File: config.mk
export PLATFORM = sky130hd
export DESIGN_NAME = booth_seq_ctrl_flat
export DESIGN_NICKNAME = d
export VERILOG_FILES = /design/src/rtl/booth_pkg.sv /design/src/rtl/booth_seq_ctrl_if.sv /design/src/rtl/booth_seq_ctrl.sv /design/src/flat_wrapper.sv
export SDC_FILE = /design/constraint.sdc
export NUM_CORES = 1
export LEC_CHECK = 0
export CORE_ASPECT_RATIO = 2
export CORE_MARGIN = 5
export CORE_UTILIZATION = 33
export CTS_BUF_LIST = sky130_fd_sc_hd__clkbuf_16
export CTS_CLUSTER_SIZE = 16
export DETAILED_ROUTE_END_ITERATION = 12
export PLACE_DENSITY = 0.72
export SYNTH_ARGS = -nofsm -noshare
export SYNTH_HDL_FRONTEND = slang
export SYNTH_SLANG_ARGS = --single-unit
File: constraint.sdc
create_clock -name clk -period 2.01 [get_ports clk]
set_input_delay 0.3015 -clock clk [delete_from_list [all_inputs] [get_ports clk]]
set_output_delay 0.3015 -clock clk [all_outputs]
set_load 0.02 [all_outputs]
File: src/rtl/booth_pkg.sv
// booth_pkg: shared definitions for the Booth multiplier and its sequencer.
//   state_t        - sequencer FSM encoding (IDLE=0, CLR=1, LOAD=2, WAIT=3)
//   BOOTH_W        - default operand width of the multiplier
//   BOOTH_TIMEOUT  - default WAIT-state cycle budget before an error result
//   neg_limit(w)   - most negative w-bit two's-complement value, -2^(w-1)
package booth_pkg;

  typedef enum logic [1:0] {
    IDLE = 2'd0,
    CLR  = 2'd1,
    LOAD = 2'd2,
    WAIT = 2'd3
  } state_t;

  localparam int BOOTH_W       = 4;
  localparam int BOOTH_TIMEOUT = 15;

  function automatic int neg_limit(input int w);
    return -(1 << (w - 1));
  endfunction

endpackage

File: src/rtl/booth_seq_ctrl_if.sv
// booth_seq_ctrl_if: operand and result streams of the Booth sequencer.
//   op_valid/op_ready/op_a/op_b      - signed operand pair, valid/ready
//   res_valid/res_ready/res_p/res_err - held product or error, valid/ready
// Modports:
//   slave  - the sequencer (consumes operands, produces results)
//   master - the environment (produces operands, consumes results)
interface booth_seq_ctrl_if #(
  parameter int W = 4
);
  logic                    op_valid;
  logic                    op_ready;
  logic signed [W-1:0]     op_a;
  logic signed [W-1:0]     op_b;
  logic                    res_valid;
  logic                    res_ready;
  logic signed [2*W-1:0]   res_p;
  logic                    res_err;

  modport slave (
    input  op_valid, op_a, op_b, res_ready,
    output op_ready, res_valid, res_p, res_err
  );

  modport master (
    output op_valid, op_a, op_b, res_ready,
    input  op_ready, res_valid, res_p, res_err
  );
endinterface

File: src/rtl/booth_seq_ctrl.sv
// booth_seq_ctrl: sequences one operand pair at a time through the booths
// multiplier and holds the product until downstream accepts it.
// Ports:
//   clk, reset           - clock, synchronous active-high reset
//   io (slave)           - operand stream in, result stream out
//   mul_reset            - multiplier reset: reset OR state==CLR
//   mul_start            - multiplier start, high for the single LOAD cycle
//   mul_a, mul_b         - registered operands, held from accept to capture
//   mul_p, mul_ready     - multiplier product and sticky done flag
// An operand a = -2^(W-1) is rejected in IDLE with an error result; a
// multiplier that never signals ready yields an error after TIMEOUT cycles.
module booth_seq_ctrl
  import booth_pkg::*;
#(
  parameter  int W       = BOOTH_W,
  parameter  int TIMEOUT = BOOTH_TIMEOUT,
  localparam int CW      = $clog2(TIMEOUT + 1)
) (
  input  logic                  clk,
  input  logic                  reset,
  booth_seq_ctrl_if.slave       io,
  output logic                  mul_reset,
  output logic                  mul_start,
  output logic signed [W-1:0]   mul_a,
  output logic signed [W-1:0]   mul_b,
  input  logic signed [2*W-1:0] mul_p,
  input  logic                  mul_ready
);
  localparam logic signed [W-1:0] NEG_LIM = W'(neg_limit(W));

  state_t        state;
  state_t        state_next;
  logic [CW-1:0] cnt;
  logic          accept;
  logic          reject;
  logic          capture;
  logic          timeout_hit;

  always_ff @(posedge clk) begin
    if (reset) state <= IDLE;
    else       state <= state_next;
  end

  always_comb begin
    state_next  = state;
    io.op_ready = 1'b0;
    mul_reset   = reset;
    mul_start   = 1'b0;
    accept      = 1'b0;
    reject      = 1'b0;
    capture     = 1'b0;
    timeout_hit = 1'b0;
    case (state)
      IDLE: begin
        // Uses the registered res_valid only: a result released this cycle
        // lets the next pair in, but there is no same-cycle pass-through.
        io.op_ready = !io.res_valid;
        if (io.op_valid && !io.res_valid) begin
          if (io.op_a == NEG_LIM) begin
            reject = 1'b1;
          end else begin
            accept     = 1'b1;
            state_next = CLR;
          end
        end
      end
      CLR: begin
        // Clears the multiplier's sticky ready left over from the last op.
        mul_reset  = 1'b1;
        state_next = LOAD;
      end
      LOAD: begin
        mul_start  = 1'b1;
        state_next = WAIT;
      end
      WAIT: begin
        // A ready arriving on the last budget cycle still wins.
        if (mul_ready) begin
          capture    = 1'b1;
          state_next = IDLE;
        end else if (cnt == CW'(TIMEOUT - 1)) begin
          timeout_hit = 1'b1;
          state_next  = IDLE;
        end
      end
      default: state_next = IDLE;
    endcase
  end

  always_ff @(posedge clk) begin
    if (reset) begin
      mul_a        <= '0;
      mul_b        <= '0;
      cnt          <= '0;
      io.res_valid <= 1'b0;
      io.res_p     <= '0;
      io.res_err   <= 1'b0;
    end else begin
      if (accept) begin
        mul_a <= io.op_a;
        mul_b <= io.op_b;
      end

      if (state == LOAD)      cnt <= '0;
      else if (state == WAIT) cnt <= cnt + CW'(1);

      if (reject || timeout_hit) begin
        io.res_valid <= 1'b1;
        io.res_err   <= 1'b1;
        io.res_p     <= '0;
      end else if (capture) begin
        io.res_valid <= 1'b1;
        io.res_err   <= 1'b0;
        io.res_p     <= mul_p;
      end else if (io.res_valid && io.res_ready) begin
        io.res_valid <= 1'b0;
      end
    end
  end

endmodule

File: src/flat_wrapper.sv
// flat-port wrapper written by rule: the top's interface ports become plain ports
module booth_seq_ctrl_flat import booth_pkg::*;
#(
  parameter  int W       = BOOTH_W,
  parameter  int TIMEOUT = BOOTH_TIMEOUT,
  localparam int CW      = $clog2(TIMEOUT + 1)
)
  (clk, reset, mul_reset, mul_start, mul_a, mul_b, mul_p, mul_ready, io_op_valid, io_op_a, io_op_b, io_res_ready, io_op_ready, io_res_valid, io_res_p, io_res_err);
  booth_seq_ctrl_if #(.W(W)) io_i ();
  input  logic clk;
  input  logic reset;
  output logic mul_reset;
  output logic mul_start;
  output logic signed [W-1:0] mul_a;
  output logic signed [W-1:0] mul_b;
  input  logic signed [2*W-1:0] mul_p;
  input  logic mul_ready;
  input wire logic [$bits(io_i.op_valid)-1:0] io_op_valid;
  input wire logic [$bits(io_i.op_a)-1:0] io_op_a;
  input wire logic [$bits(io_i.op_b)-1:0] io_op_b;
  input wire logic [$bits(io_i.res_ready)-1:0] io_res_ready;
  output wire logic [$bits(io_i.op_ready)-1:0] io_op_ready;
  output wire logic [$bits(io_i.res_valid)-1:0] io_res_valid;
  output wire logic [$bits(io_i.res_p)-1:0] io_res_p;
  output wire logic [$bits(io_i.res_err)-1:0] io_res_err;
  assign io_i.op_valid = io_op_valid;
  assign io_i.op_a = io_op_a;
  assign io_i.op_b = io_op_b;
  assign io_i.res_ready = io_res_ready;
  assign io_op_ready = io_i.op_ready;
  assign io_res_valid = io_i.res_valid;
  assign io_res_p = io_i.res_p;
  assign io_res_err = io_i.res_err;
  booth_seq_ctrl #(.W(W), .TIMEOUT(TIMEOUT)) u_core (.clk(clk), .reset(reset), .io(io_i), .mul_reset(mul_reset), .mul_start(mul_start), .mul_a(mul_a), .mul_b(mul_b), .mul_p(mul_p), .mul_ready(mul_ready));
endmodule
-- Word-level counts from Yosys, hierarchy flattened
Cells that the tools add are included.
- output and inout bits: 21
- flip-flop bits (word level): 24
- input port bits: 21
- multiplexer cells: 24
- equal/unequal tests: 8
- add/sub/neg operators: 1
- reductions and logical operators: 10
- operator list (kind ; count):
    $mux W1 ; 19
    $eq A4 B4 Y1 const B ; 2
    $mux W2 ; 4
    $pmux W2 S4 ; 1
    $add A4 B1 Y4 const B ; 1
    $eq A2 B2 Y1 const B ; 2
    $reduce_or A2 Y1 ; 2
    $ne A3 B2 Y1 const B ; 1
    $reduce_and A3 Y1 ; 1
    $reduce_bool A3 Y1 ; 1
    $eq A2 B1 Y1 const B ; 1
    $logic_and A1 B1 Y1 ; 2
    $logic_not A2 Y1 ; 1
    $ne A2 B1 Y1 const B ; 1
    $ne A2 B2 Y1 const B ; 1
    $reduce_bool A2 Y1 ; 1
    $logic_not A1 Y1 ; 1
    $logic_or A1 B1 Y1 ; 1

-- Longest topological paths before layout
- word-level depth: 6
- depth in mapped cells: 7
- gate-level depth less buffers: 6

-- Least setup slack after synthesis
Ideal clock, no wire load.
- kind: register to register
- from: register u_core.state[0]
- to: register u_core.io.res_p[0]
- library setup time: 0.070 ns
- path buffers: 1
- slack: 0.616 ns
- stages on the path, launching flop included: 8
- period minus slack after synthesis: 1.394 ns
- arrival: 1.324 ns
- cell sequence: dfxtp_1 > inv_1 > ha_1 > and3b_1 > a2bb2oi_2 > nand2b_1 > buf_2 > a21oi_1
- longest elaborated chain between the ends: 4
- elaborated cells between the ends (all ways): 7
- classes of those cells: 1 x eq/ne; 3 x mux; 3 x reduce/logical
- RTL lines (item ; RTL line ; RTL):
    start, declared ; booth_seq_ctrl.sv:31 ; state_t state;
    start signal, assigned ; booth_seq_ctrl.sv:41 ; else state <= state_next;
    $eq A2 B2 Y1 or $logic_not A2 Y1 (tied branches) ; booth_seq_ctrl.sv:53 ; case (state)
    $mux W1 ; booth_seq_ctrl.sv:53 ;
    $logic_or A1 B1 Y1 ; booth_seq_ctrl.sv:107 ; if (reject || timeout_hit) begin
    $reduce_or A2 Y1 (no source line) ; - ;
    end signal, assigned ; booth_seq_ctrl.sv:114 ; io.res_p <= mul_p;
    end, declared ; booth_seq_ctrl_if.sv:21 ; output op_ready, res_valid, res_p, res_err
Parallel ways exist; a longest one is shown, timed or not.
A chain may end at the register's enable or synchronous reset.

-- Final worst setup path
- from: register u_core.state[0]
- to: output mul_start
- longest elaborated chain between the ends: 2
- RTL lines (item ; RTL line ; RTL):
    $eq A2 B2 Y1 ; booth_seq_ctrl.sv:53 ;
    $mux W1 ; booth_seq_ctrl.sv:53 ;
    end, declared ; flat_wrapper.sv:13 ; output logic mul_start;
Every way passes these cells.

==> reports/results.ini <==
[outcome]
outcome = complete, no violations

[finish]
multi_input_area_um2 = 538
fillers = 288
diodes = 0
fin_nets = 184
design_area_mm2 = 0.00159
drive_above_1_share = 0.0641
synthToLayoutAreaGrowth_pct = 50.7
regArea_um2 = 480
fin_util = 0.510

[worst_setup_path]
slowest_stage = clkdlybuf4s50_1
end_kind = output port
crit_path_max_incr_delay_ns = 0.65
path_buf_inv = 2
critPathMaxFanout = 6
critPathRequiredTime_ns = 1.71
critPathKind = flop to output port
worstPathArrival_ns = 1.60
critical-path-top-delay-family = buffers and inverters
r2r_slack_ns = 0.40
start_kind = flop
path_cells = inv_1, ha_1, clkdlybuf4s50_1

[route]
ant_nets = 0
via_per_inst = 4.98
vias = 932
drcViolationCount = 0
firstDrtPassIters = 4
routed_wl_um = 2450
wl_per_cell_um = 13.1
drt_iter0_drc = 6

[timing]
rsz0062_at_grt = false
fin_crit_ns = 1.90
worstMarginPinSlew_ns = 0.352
slew_viol_final = 0
max_freq_mhz = 527
hold_viol_final = 0
finClkSkew_ns = 0.00163
final.period_utilization = 0.944
tns_ns = 0
slew_headroom = 0.760
setup_viol = 0

[die]
dieArea_mm2 = 0.00450
core_area_mm2 = 0.00312
fp.dieH_um = 90.0
initial_core_util = 0.339
die_x_um = 50.0
num_rows = 29
pin_count = 42

[cts]
clk_latency_ns = 0.25
ctsHtreeMaxLevel = 1
cts.clk_slew.worst_paths_ns = 0.06
cts_setup_buffers = 0
cts_root_buf = clkbuf_16
ctsHoldBuffers = 0
clock-sinks = 24
cts_buffers = 3
cts.path.max_buffers = 2
cts_tree = built

[synth]
syn_inst = 115
yosysTopAreaCellShare = 0.454
async_reset_ff_frac = 0
synth_ff_type = dfxtp_1
synth_top_cell_by_area = dfxtp_1
yosys.cell_count.top_type = dfxtp_1
synth-edff-count = 0
synth_nets = 142
seq_area_frac_synth = 0.454
syn-cell-area_mm2 = 0.00106
synth_cell_types = 31
ys_ff_latch = 24
synth_common_cells = 24 x dfxtp_1, 19 x nand2_1, 11 x nor2_1
yosys_warnings = 0
synth_area_leaders = dfxtp_1 45%, ha_1 7.1%, nand2_1 6.7%, mux2i_1 5.7%, a21oi_1 4.7%
syn_area_per_cell_um2 = 9.19

[power]
ir_drop_mv = 0.813
p_leak_nw = 0.601
power_density_mw_per_mm2 = 1090

[grt]
grt_pass1_vias = 1006
grt_util_all_layers = 0.115
grt_max_degree = 19
antenna_found_initial = 0
overflow = 0
grt_pass1_wl_um = 4260

[placed_design]
dp_hpwl_um = 1940
gp_congestion = 0.674
portBuffers = 41
placed_cell_area_mm2 = 0.00149

[job]
maxCapViolCount = 0

[min_path]
hold_class = flop to flop

==> worst paths after layout <==
path	startpoint	endpoint	cells after the start
max	u_core.state[0]	mul_start	3
min	u_core.io.res_p[4]	u_core.io.res_p[4]	2
max reg2reg	u_core.state[0]	u_core.io.res_p[6]	6
min reg2reg	u_core.io.res_p[4]	u_core.io.res_p[4]	2
==> where the power goes <==
part	leakage [nW]	internal [W]	total [W]	switching (W)
Sequential	0.195	0.000542	0.000593	0.0000504
Combinational	0.355	0.000283	0.000592	0.000309
Clock	0.0511	0.000395	0.000555	0.000160
==> layout make-up <==
cell class,instances,area share
Clock buffer,3,0.0471
Clock inverter,1,0.0189
Inverter,3,0.00707
Multi-Input combinational cell,83,0.338
Sequential cell,24,0.302
Tap cell,31,0.0244
Timing Repair Buffer,42,0.263
==> routing by layer <==
| metal | share of wire | vias up | track usage |
|---|---|---|---|
| li1 | - | 466 | - |
| met1 | 0.37 | 439 | 0.111 |
| met2 | 0.57 | 25 | 0.212 |
| met3 | 0.055 | 2 | 0.0298 |
| met4 | 0.011 | 0 | 0.0525 |
| met5 | 0 | - | 0 |
==> kinds of logic after synthesis <==
group | Yosys count | synth area share
buffers and inverters | 8 | 0.0367
AOI/OAI and AO/OA | 17 | 0.108
and+or+nand+nor | 51 | 0.249
muxes | 6 | 0.0568
xor gates and xnor gates | 3 | 0.0249
DFF | 24 | 0.454
adders and majority gates | 6 | 0.0710
==> what timing repair did <==
action	CTS	global route
hold endpoints to repair	0	0
gates resized for setup	1	1
setup endpoints to repair	1	1
==> through the flow <==
step	total power [W]	hold slack [ns]	setup WS (ns)	cells
global route	0.00185	0.478	0.0610	187
CTS	0.00176	0.456	0.0114	187
finish	0.00174	0.455	0.112	187
floorplan	0.000973	0.438	0.616	115
detailed placement	0.00121	0.448	0.155	183
global placement	0.00119	0.441	0.169	183
==> layout by cell type (no fill, tap or decap), drive strengths merged, types with 2 or more instances in the layout <==
cell	instances
a22oi	2
dfxtp	24
inv	3
nand3b	2
nor3	4
clkbuf	3
nand2b	5
nand2	19
mux2i	6
a21oi	10
nor2	12
ha	6
xor2	2
clkdlybuf4s50	39
nand4	2
==> flip-flops by register name (all words and copies together), names as in the netlist <==
name                 count
u_core.io.res_valid      1
u_core.state             2
u_core.io.res_p          8
u_core.mul_b             4
u_core.cnt               4
u_core.io.res_err        1
u_core.mul_a             4
==> tightest hold or removal path, cell delays in order (launching register included) <==
cell	delay, ns
dfxtp_1	0.31
nand2_1	0.05
a21oi_1	0.05
Note: power is estimated with default switching activity, not from simulation.
